File: src/rtl/klein_80_dec_pkg.sv
// Shared KLEIN-80 definitions: sizes, FSM encoding, 4-bit S-box and GF(2^8) helpers.
// The serial encryptor uses the same S-box and GF helpers.
package klein_80_dec_pkg;

  localparam int NR     = 16;
  localparam int KBYTES = 10;
  localparam int SBYTES = 8;
  localparam int KEY_W  = 8 * KBYTES;
  localparam int BLK_W  = 8 * SBYTES;

  // S[0] in the top nibble, S[15] in the bottom nibble; the S-box is an involution
  localparam logic [63:0] SBOX_TBL = 64'h74A91FB0C3268ED5;

  typedef enum logic [2:0] {
    ST_IDLE,
    ST_LOAD,
    ST_KFWD,
    ST_WHITEN,
    ST_DEC,
    ST_OUT
  } fsm_e;

  function automatic logic [3:0] sbox(input logic [3:0] x);
    return SBOX_TBL[63 - 4*int'(x) -: 4];
  endfunction

  function automatic logic [7:0] sub_byte(input logic [7:0] b);
    return {sbox(b[7:4]), sbox(b[3:0])};
  endfunction

  function automatic logic [BLK_W-1:0] sub_block(input logic [BLK_W-1:0] s);
    logic [BLK_W-1:0] r;
    r = '0;
    for (int n = 0; n < 2*SBYTES; n++) r[4*n +: 4] = sbox(s[4*n +: 4]);
    return r;
  endfunction

  function automatic logic [7:0] xtime(input logic [7:0] b);
    return {b[6:0], 1'b0} ^ (b[7] ? 8'h1B : 8'h00);
  endfunction

  function automatic logic [7:0] gf_mul(input logic [7:0] a, input logic [7:0] b);
    logic [7:0] p;
    logic [7:0] x;
    p = '0;
    x = a;
    for (int n = 0; n < 8; n++) begin
      if (b[n]) p = p ^ x;
      x = xtime(x);
    end
    return p;
  endfunction

  // AES InvMixColumns on one 4-byte column, byte 0 in the top bits
  function automatic logic [31:0] inv_mix_col(input logic [31:0] c);
    logic [7:0] c0, c1, c2, c3;
    c0 = c[31:24];
    c1 = c[23:16];
    c2 = c[15:8];
    c3 = c[7:0];
    return {gf_mul(c0, 8'h0E) ^ gf_mul(c1, 8'h0B) ^ gf_mul(c2, 8'h0D) ^ gf_mul(c3, 8'h09),
            gf_mul(c0, 8'h09) ^ gf_mul(c1, 8'h0E) ^ gf_mul(c2, 8'h0B) ^ gf_mul(c3, 8'h0D),
            gf_mul(c0, 8'h0D) ^ gf_mul(c1, 8'h09) ^ gf_mul(c2, 8'h0E) ^ gf_mul(c3, 8'h0B),
            gf_mul(c0, 8'h0B) ^ gf_mul(c1, 8'h0D) ^ gf_mul(c2, 8'h09) ^ gf_mul(c3, 8'h0E)};
  endfunction

endpackage

File: src/rtl/klein_80_dec_if.sv
// Byte-serial start/ready bus of the KLEIN-80 decryptor.
interface klein_80_dec_if;
  logic       start;
  logic [7:0] inp;
  logic [7:0] key;
  logic       ready;
  logic [7:0] out;

  modport master (output start, inp, key, input ready, out);
  modport slave  (input start, inp, key, output ready, out);
endinterface

File: src/rtl/klein_80_dec_ks_unit.sv
// One combinational KLEIN-80 key-schedule step: dir=0 computes K(i+1) from K(i),
// dir=1 computes K(i) from K(i+1). Key byte 0 sits in the top bits.
module klein_ks_unit
  import klein_80_dec_pkg::*;
(
  input  logic [KEY_W-1:0] i_key,
  input  logic             i_dir,
  input  logic [4:0]       i_rnd,
  output logic [KEY_W-1:0] o_key
);

  logic [39:0]      w_rc_mask;
  logic [39:0]      w_fa;
  logic [39:0]      w_fb;
  logic [39:0]      w_fx;
  logic [KEY_W-1:0] w_fwd;
  logic [39:0]      w_ia;
  logic [39:0]      w_ib;
  logic [39:0]      w_ar;
  logic [KEY_W-1:0] w_inv;

  // round constant lands on byte 2 of the left half
  assign w_rc_mask = {16'h0000, 3'b000, i_rnd, 16'h0000};

  assign w_fa  = {i_key[71:40], i_key[79:72]};
  assign w_fb  = {i_key[31:0], i_key[39:32]};
  assign w_fx  = w_fa ^ w_fb;
  assign w_fwd = {w_fb ^ w_rc_mask,
                  w_fx[39:32], sub_byte(w_fx[31:24]), sub_byte(w_fx[23:16]), w_fx[15:0]};

  // undo the S-box and round constant, then the Feistel swap and the byte rotations
  assign w_ia  = i_key[79:40] ^ w_rc_mask;
  assign w_ib  = {i_key[39:32], sub_byte(i_key[31:24]), sub_byte(i_key[23:16]), i_key[15:0]};
  assign w_ar  = w_ib ^ w_ia;
  assign w_inv = {w_ar[7:0], w_ar[39:8], w_ia[7:0], w_ia[39:8]};

  assign o_key = i_dir ? w_inv : w_fwd;

endmodule

File: src/rtl/klein_80_dec.sv
// Byte-serial iterative KLEIN-80 decryptor: loads ciphertext and key, runs the key
// schedule forward to K17, then decrypts one round per cycle while rewinding it.
module klein_80_dec
  import klein_80_dec_pkg::*;
(
  input  logic          ck,
  input  logic          rst,
  klein_80_dec_if.slave bus
);

  fsm_e             r_fsm;
  logic [3:0]       r_bcnt;
  logic [4:0]       r_rnd;
  logic [BLK_W-1:0] r_state;
  logic [KEY_W-1:0] r_key;
  logic             r_ready;
  logic [7:0]       r_out;

  logic             w_dir;
  logic [KEY_W-1:0] w_ks_key;
  logic [BLK_W-1:0] w_imix;
  logic [BLK_W-1:0] w_rot;
  logic [BLK_W-1:0] w_round;

  assign w_dir = (r_fsm == ST_DEC);

  klein_ks_unit u_ks (
    .i_key (r_key),
    .i_dir (w_dir),
    .i_rnd (r_rnd),
    .o_key (w_ks_key)
  );

  // inverse round: InvMixNibbles, rotate right two bytes, S-box, add K(i)
  assign w_imix  = {inv_mix_col(r_state[63:32]), inv_mix_col(r_state[31:0])};
  assign w_rot   = {w_imix[15:0], w_imix[63:16]};
  assign w_round = sub_block(w_rot) ^ w_ks_key[KEY_W-1 -: BLK_W];

  always_ff @(posedge ck) begin
    if (rst) begin
      r_fsm   <= ST_IDLE;
      r_bcnt  <= '0;
      r_rnd   <= '0;
      r_state <= '0;
      r_key   <= '0;
      r_ready <= 1'b0;
      r_out   <= '0;
    end else begin
      r_ready <= 1'b0;
      r_out   <= '0;
      case (r_fsm)
        ST_IDLE: begin
          if (bus.start) begin
            r_state <= {56'h0, bus.inp};
            r_key   <= {72'h0, bus.key};
            r_bcnt  <= 4'd1;
            r_fsm   <= ST_LOAD;
          end
        end
        ST_LOAD: begin
          if (r_bcnt < 4'd8) r_state <= {r_state[55:0], bus.inp};
          r_key <= {r_key[71:0], bus.key};
          if (r_bcnt == 4'd9) begin
            r_bcnt <= '0;
            r_rnd  <= 5'd1;
            r_fsm  <= ST_KFWD;
          end else begin
            r_bcnt <= r_bcnt + 4'd1;
          end
        end
        ST_KFWD: begin
          r_key <= w_ks_key;
          if (r_rnd == 5'(NR)) r_fsm <= ST_WHITEN;
          else                 r_rnd <= r_rnd + 5'd1;
        end
        ST_WHITEN: begin
          r_state <= r_state ^ r_key[KEY_W-1 -: BLK_W];
          r_rnd   <= 5'(NR);
          r_fsm   <= ST_DEC;
        end
        ST_DEC: begin
          r_state <= w_round;
          r_key   <= w_ks_key;
          if (r_rnd == 5'd1) begin
            // byte 0 leaves with the last round so ready rises as OUT begins
            r_ready <= 1'b1;
            r_out   <= w_round[63:56];
            r_bcnt  <= 4'd1;
            r_fsm   <= ST_OUT;
          end else begin
            r_rnd <= r_rnd - 5'd1;
          end
        end
        ST_OUT: begin
          if (r_bcnt == 4'd8) begin
            r_bcnt <= '0;
            r_fsm  <= ST_IDLE;
          end else begin
            r_ready <= 1'b1;
            r_out   <= r_state[55:48];
            r_state <= {r_state[55:0], 8'h00};
            r_bcnt  <= r_bcnt + 4'd1;
          end
        end
        default: r_fsm <= ST_IDLE;
      endcase
    end
  end

  assign bus.ready = r_ready;
  assign bus.out   = r_out;

endmodule

File: src/flat_wrapper.sv
// flat-port wrapper written by rule: the top's interface ports become plain ports
module klein_80_dec_flat import klein_80_dec_pkg::*;
  (ck, rst, bus_start, bus_inp, bus_key, bus_ready, bus_out);
  klein_80_dec_if bus_i ();
  input  logic ck;
  input  logic rst;
  input wire logic [$bits(bus_i.start)-1:0] bus_start;
  input wire logic [$bits(bus_i.inp)-1:0] bus_inp;
  input wire logic [$bits(bus_i.key)-1:0] bus_key;
  output wire logic [$bits(bus_i.ready)-1:0] bus_ready;
  output wire logic [$bits(bus_i.out)-1:0] bus_out;
  assign bus_i.start = bus_start;
  assign bus_i.inp = bus_inp;
  assign bus_i.key = bus_key;
  assign bus_ready = bus_i.ready;
  assign bus_out = bus_i.out;
  klein_80_dec u_core (.ck(ck), .rst(rst), .bus(bus_i));
endmodule
File: config.mk
export PLATFORM = sky130hd
export DESIGN_NAME = klein_80_dec_flat
export DESIGN_NICKNAME = d
export VERILOG_FILES = /design/src/rtl/klein_80_dec_pkg.sv /design/src/rtl/klein_80_dec_if.sv /design/src/rtl/klein_80_dec_ks_unit.sv /design/src/rtl/klein_80_dec.sv /design/src/flat_wrapper.sv
export SDC_FILE = /design/constraint.sdc
export NUM_CORES = 1
export LEC_CHECK = 0
export CAP_MARGIN = 20
export CORE_UTILIZATION = 55
export CTS_BUF_LIST = sky130_fd_sc_hd__clkbuf_8
export DETAILED_ROUTE_END_ITERATION = 10
export GPL_ROUTABILITY_DRIVEN = 1
export PLACE_DENSITY = 0.7
export SYNTH_ARGS = -nofsm -noshare
export SYNTH_HDL_FRONTEND = slang
export SYNTH_SLANG_ARGS = --single-unit
File: constraint.sdc
create_clock -name ck -period 8.04 [get_ports ck]
set_input_delay 1.206 -clock ck [delete_from_list [all_inputs] [get_ports ck]]
set_output_delay 1.206 -clock ck [all_outputs]
set_load 0.05 [all_outputs]
==> run_results.csv <==
group,metric,value,unit
run_status,status,"finished, final reports clean",
clock_tree,post_cts_resized,0,
sta,max_slew_margin,26.7,%
logic_synthesis,synthCells,2202,
global_route,track_usage,36.3,%
logic_synthesis,synth_top_area_cell,"dfxtp_1",
sta,rsz0062_at_grt,"no",
sta,fin_crit_sh,50.8,%
logic_synthesis,synth_flop_cell,"dfxtp_1",
worst_setup_path,crit_chain,"xnor3_1, xor2_1, xnor2_1, xnor2_1, xnor2_1, ha_1, mux4_2, xnor2_1, a221oi_1, a211oi_1",
final_layout,fin_nets,2178,
floorplanning,core-area,33900,sq um
floorplanning,dieArea,35600,sq um
sta,setup_viol,0,
logic_synthesis,ys_async_sr_fraction,0,%
clock_tree,clk_pin_slew,110,ps
sta,holdWs,579,ps
clock_tree,cts_setup_buffers,0,
worst_setup_path,path_max_fanout,11,
hold_path,hold_class,"reg2reg",
clock_tree,htree_levels,4,
logic_synthesis,synthesis.area,19100,sq um
routing,drc,0,
clock_tree,clkLatencyLatePin,530,ps
worst_setup_path,critical_path.slowest_cell,"dfxtp_1",
logic_synthesis,synth.distinct_cells,76,
worst_setup_path,endpoint_kind,"flop",
worst_setup_path,crit_arrival,4450,ps
worst_setup_path,path_buf_inv,0,
clock_tree,cts_hold_buf,0,
power_and_ir_drop,peakVddDrop,0.000113,V
logic_synthesis,synth_common_cells,"xnor2_1, nor2_1, dfxtp_1, xor2_1, clkbuf_1",
routing,via_per_inst,6.67,
floorplanning,io_pins,28,
sta,finalHoldViolCount,0,
global_route,grt_max_degree,73,
clock_tree,cts_buffers,17,
power_and_ir_drop,powerDensity,142,nW/um^2
sta,worstMarginPinSlew,1100,ps
worst_setup_path,path_delay_family,"XOR/XNOR gates",
logic_synthesis,synthesis.nets,2312,
routing,wl_per_cell,25.4,microns
worst_setup_path,path_common_cell,"xnor2_1",
clock_tree,tritoncts,"done",
floorplanning,row_count,67,
floorplanning,initial_core_util,56.5,%
global_route,antenna_found_initial,1,
routing,vias,16857,
routing,firstDrtPassIters,8,
placed_design,pre_cts_slack,4030,ps
routing,drt-total-wl,64300,microns
logic_synthesis,synth_most_common_cell,"xnor2_1",
logic_synthesis,synthTopCellsByArea,"dfxtp_1, xnor2_1, xnor3_1, xor2_1, ha_1",
final_layout,area_delta_synth_final,3.37,%
logic_synthesis,synth_warnings,0,
routing,drtAntennaViolNets,0,
sta,setup_tns,0,ps
final_layout,drive_gt1_share,7.78,%
worst_setup_path,critPathKind,"reg2reg",
power_and_ir_drop,power_leakage,8.00,nW
final_layout,n_antenna_cell,0,
worst_setup_path,cp_data_required_time,8400,ps
clock_tree,cts_root_buffer,"clkbuf_8",
logic_synthesis,synth.avg_cell_area,8.69,sq um
global_route,overflow,0,
placed_design,gp_congestion,1.04,
logic_synthesis,synth_edf_count,0,
global_route,grt_pass1_wl,97700,microns
placed_design,port_buffers,27,
worst_setup_path,max_stage_delay,800,ps
logic_synthesis,synth-seq-cells,165,
worst_setup_path,critPathLaunchType,"flop",
sta,fmax,245,MHz
sta,drv_slew,0,
sta,fin_crit,4090,ps
logic_synthesis,yosysTopAreaCellShare,17.3,%
floorplanning,die_w,189,microns
job,drv_cap,0,
sta,fin_ws,3950,ps
global_route,first_global_vias,15773,
sta,finClkSkew,31.4,ps
clock_tree,cts_sinks,165,
placed_design,dp_hpwl,46500,microns
logic_synthesis,synth-seq-area-share,17.3,%
clock_tree,clock_path_buffers,2,
routing,drt_iter0_markers,2698,
floorplanning,die_h,189,microns
==> tightest hold or removal path, stage by stage, from the launching register on <==
cell	delay, ps
dfxtp_1	370
a21oi_1	140
nor2_1	40
==> cells by family (layout without fill, tap and decap cells) <==
family          Yosys count  in the layout  synth area share, %
compound gates          535            535                 18.8
xor+xnor                546            546                 32.9
fa+ha+maj                93             93                 6.05
buf+inv                 314            193                 6.54
flops                   165            165                 17.3
mux                     106            106                 8.03
simple gates            443            443                 10.5
==> per-stage QoR <==
| step | cells | utilization [%] | total power, mW | area, sq um |
|---|---|---|---|---|
| 3_3_place_gp | 2496 | 57.2 | 2.09 | 19400 |
| 5_1_grt | 2529 | 58.4 | 2.95 | 19800 |
| 3_5_place_dp | 2496 | 57.2 | 2.13 | 19400 |
| 4_1_cts | 2528 | 58.4 | 2.79 | 19800 |
| 2_1_floorplan | 2202 | - | 1.83 | 19100 |
| 6_report | 2529 | 58.4 | 2.81 | 19800 |
==> where the power goes <==
group	internal, mW	switching, mW	total (mW)
sequential	0.829	0.0325	0.861
clock	0.270	0.405	0.675
combinational	0.559	0.718	1.28
total	1.66	1.16	2.81
==> cells in the final DEF, fill, tap and decap left out, types with 27 or more instances in the layout <==
cell type and count:
dfxtp_1 165, xor2_1 156, a222oi_1 43, a221oi_1 34
mux4_2 37, xnor2_1 268, buf_4 27, nor2_1 163
nand2_1 142, mux2i_1 59, o22ai_1 27, a21oi_1 124
o21ai_0 116, a22oi_1 66, ha_1 91, inv_1 103
xnor3_1 73
==> state kept, by name (all words and copies together) (netlist names) <==
signal / flops
u_core.bus.ready: 1
u_core.r_key: 80
u_core.r_rnd: 5
u_core.bus.out: 8
u_core.r_bcnt: 4
u_core.r_state: 64
u_core.r_fsm: 3
==> layer usage <==
| metal | vias up | share of wire, % | GRT usage (%) | wire, microns |
|---|---|---|---|---|
| met5 | - | 0.023 | 0 | 15 |
| met4 | 2 | 5.3 | 16.3 | 3410 |
| met3 | 213 | 13 | 8.92 | 8060 |
| met2 | 1134 | 43 | 54.6 | 27500 |
| met1 | 8027 | 39 | 49.1 | 25300 |
| li1 | 7481 | - | - | - |
==> layout make-up <==
cell class                 count  area (sq um)
clock buffer                  18           248
clock inverter                14           156
fill                        3001         14100
inverter                     108           407
multi-input combinational   1723         14600
sequential                   165          3300
tap                          448           561
timing repair buffer          53           463
==> path summary, 6_finish.rpt <==
path | start | to | slack (ps) | cells after the start
max | u_core.r_state[22] | u_core.r_state[55] | 3950 | 10
min | u_core.r_bcnt[3] | u_core.r_bcnt[3] | 580 | 2
max reg2reg | u_core.r_state[22] | u_core.r_state[55] | 3950 | 10
min reg2reg | u_core.r_bcnt[3] | u_core.r_bcnt[3] | 580 | 2
Note: power is estimated with default switching activity, not from simulation.
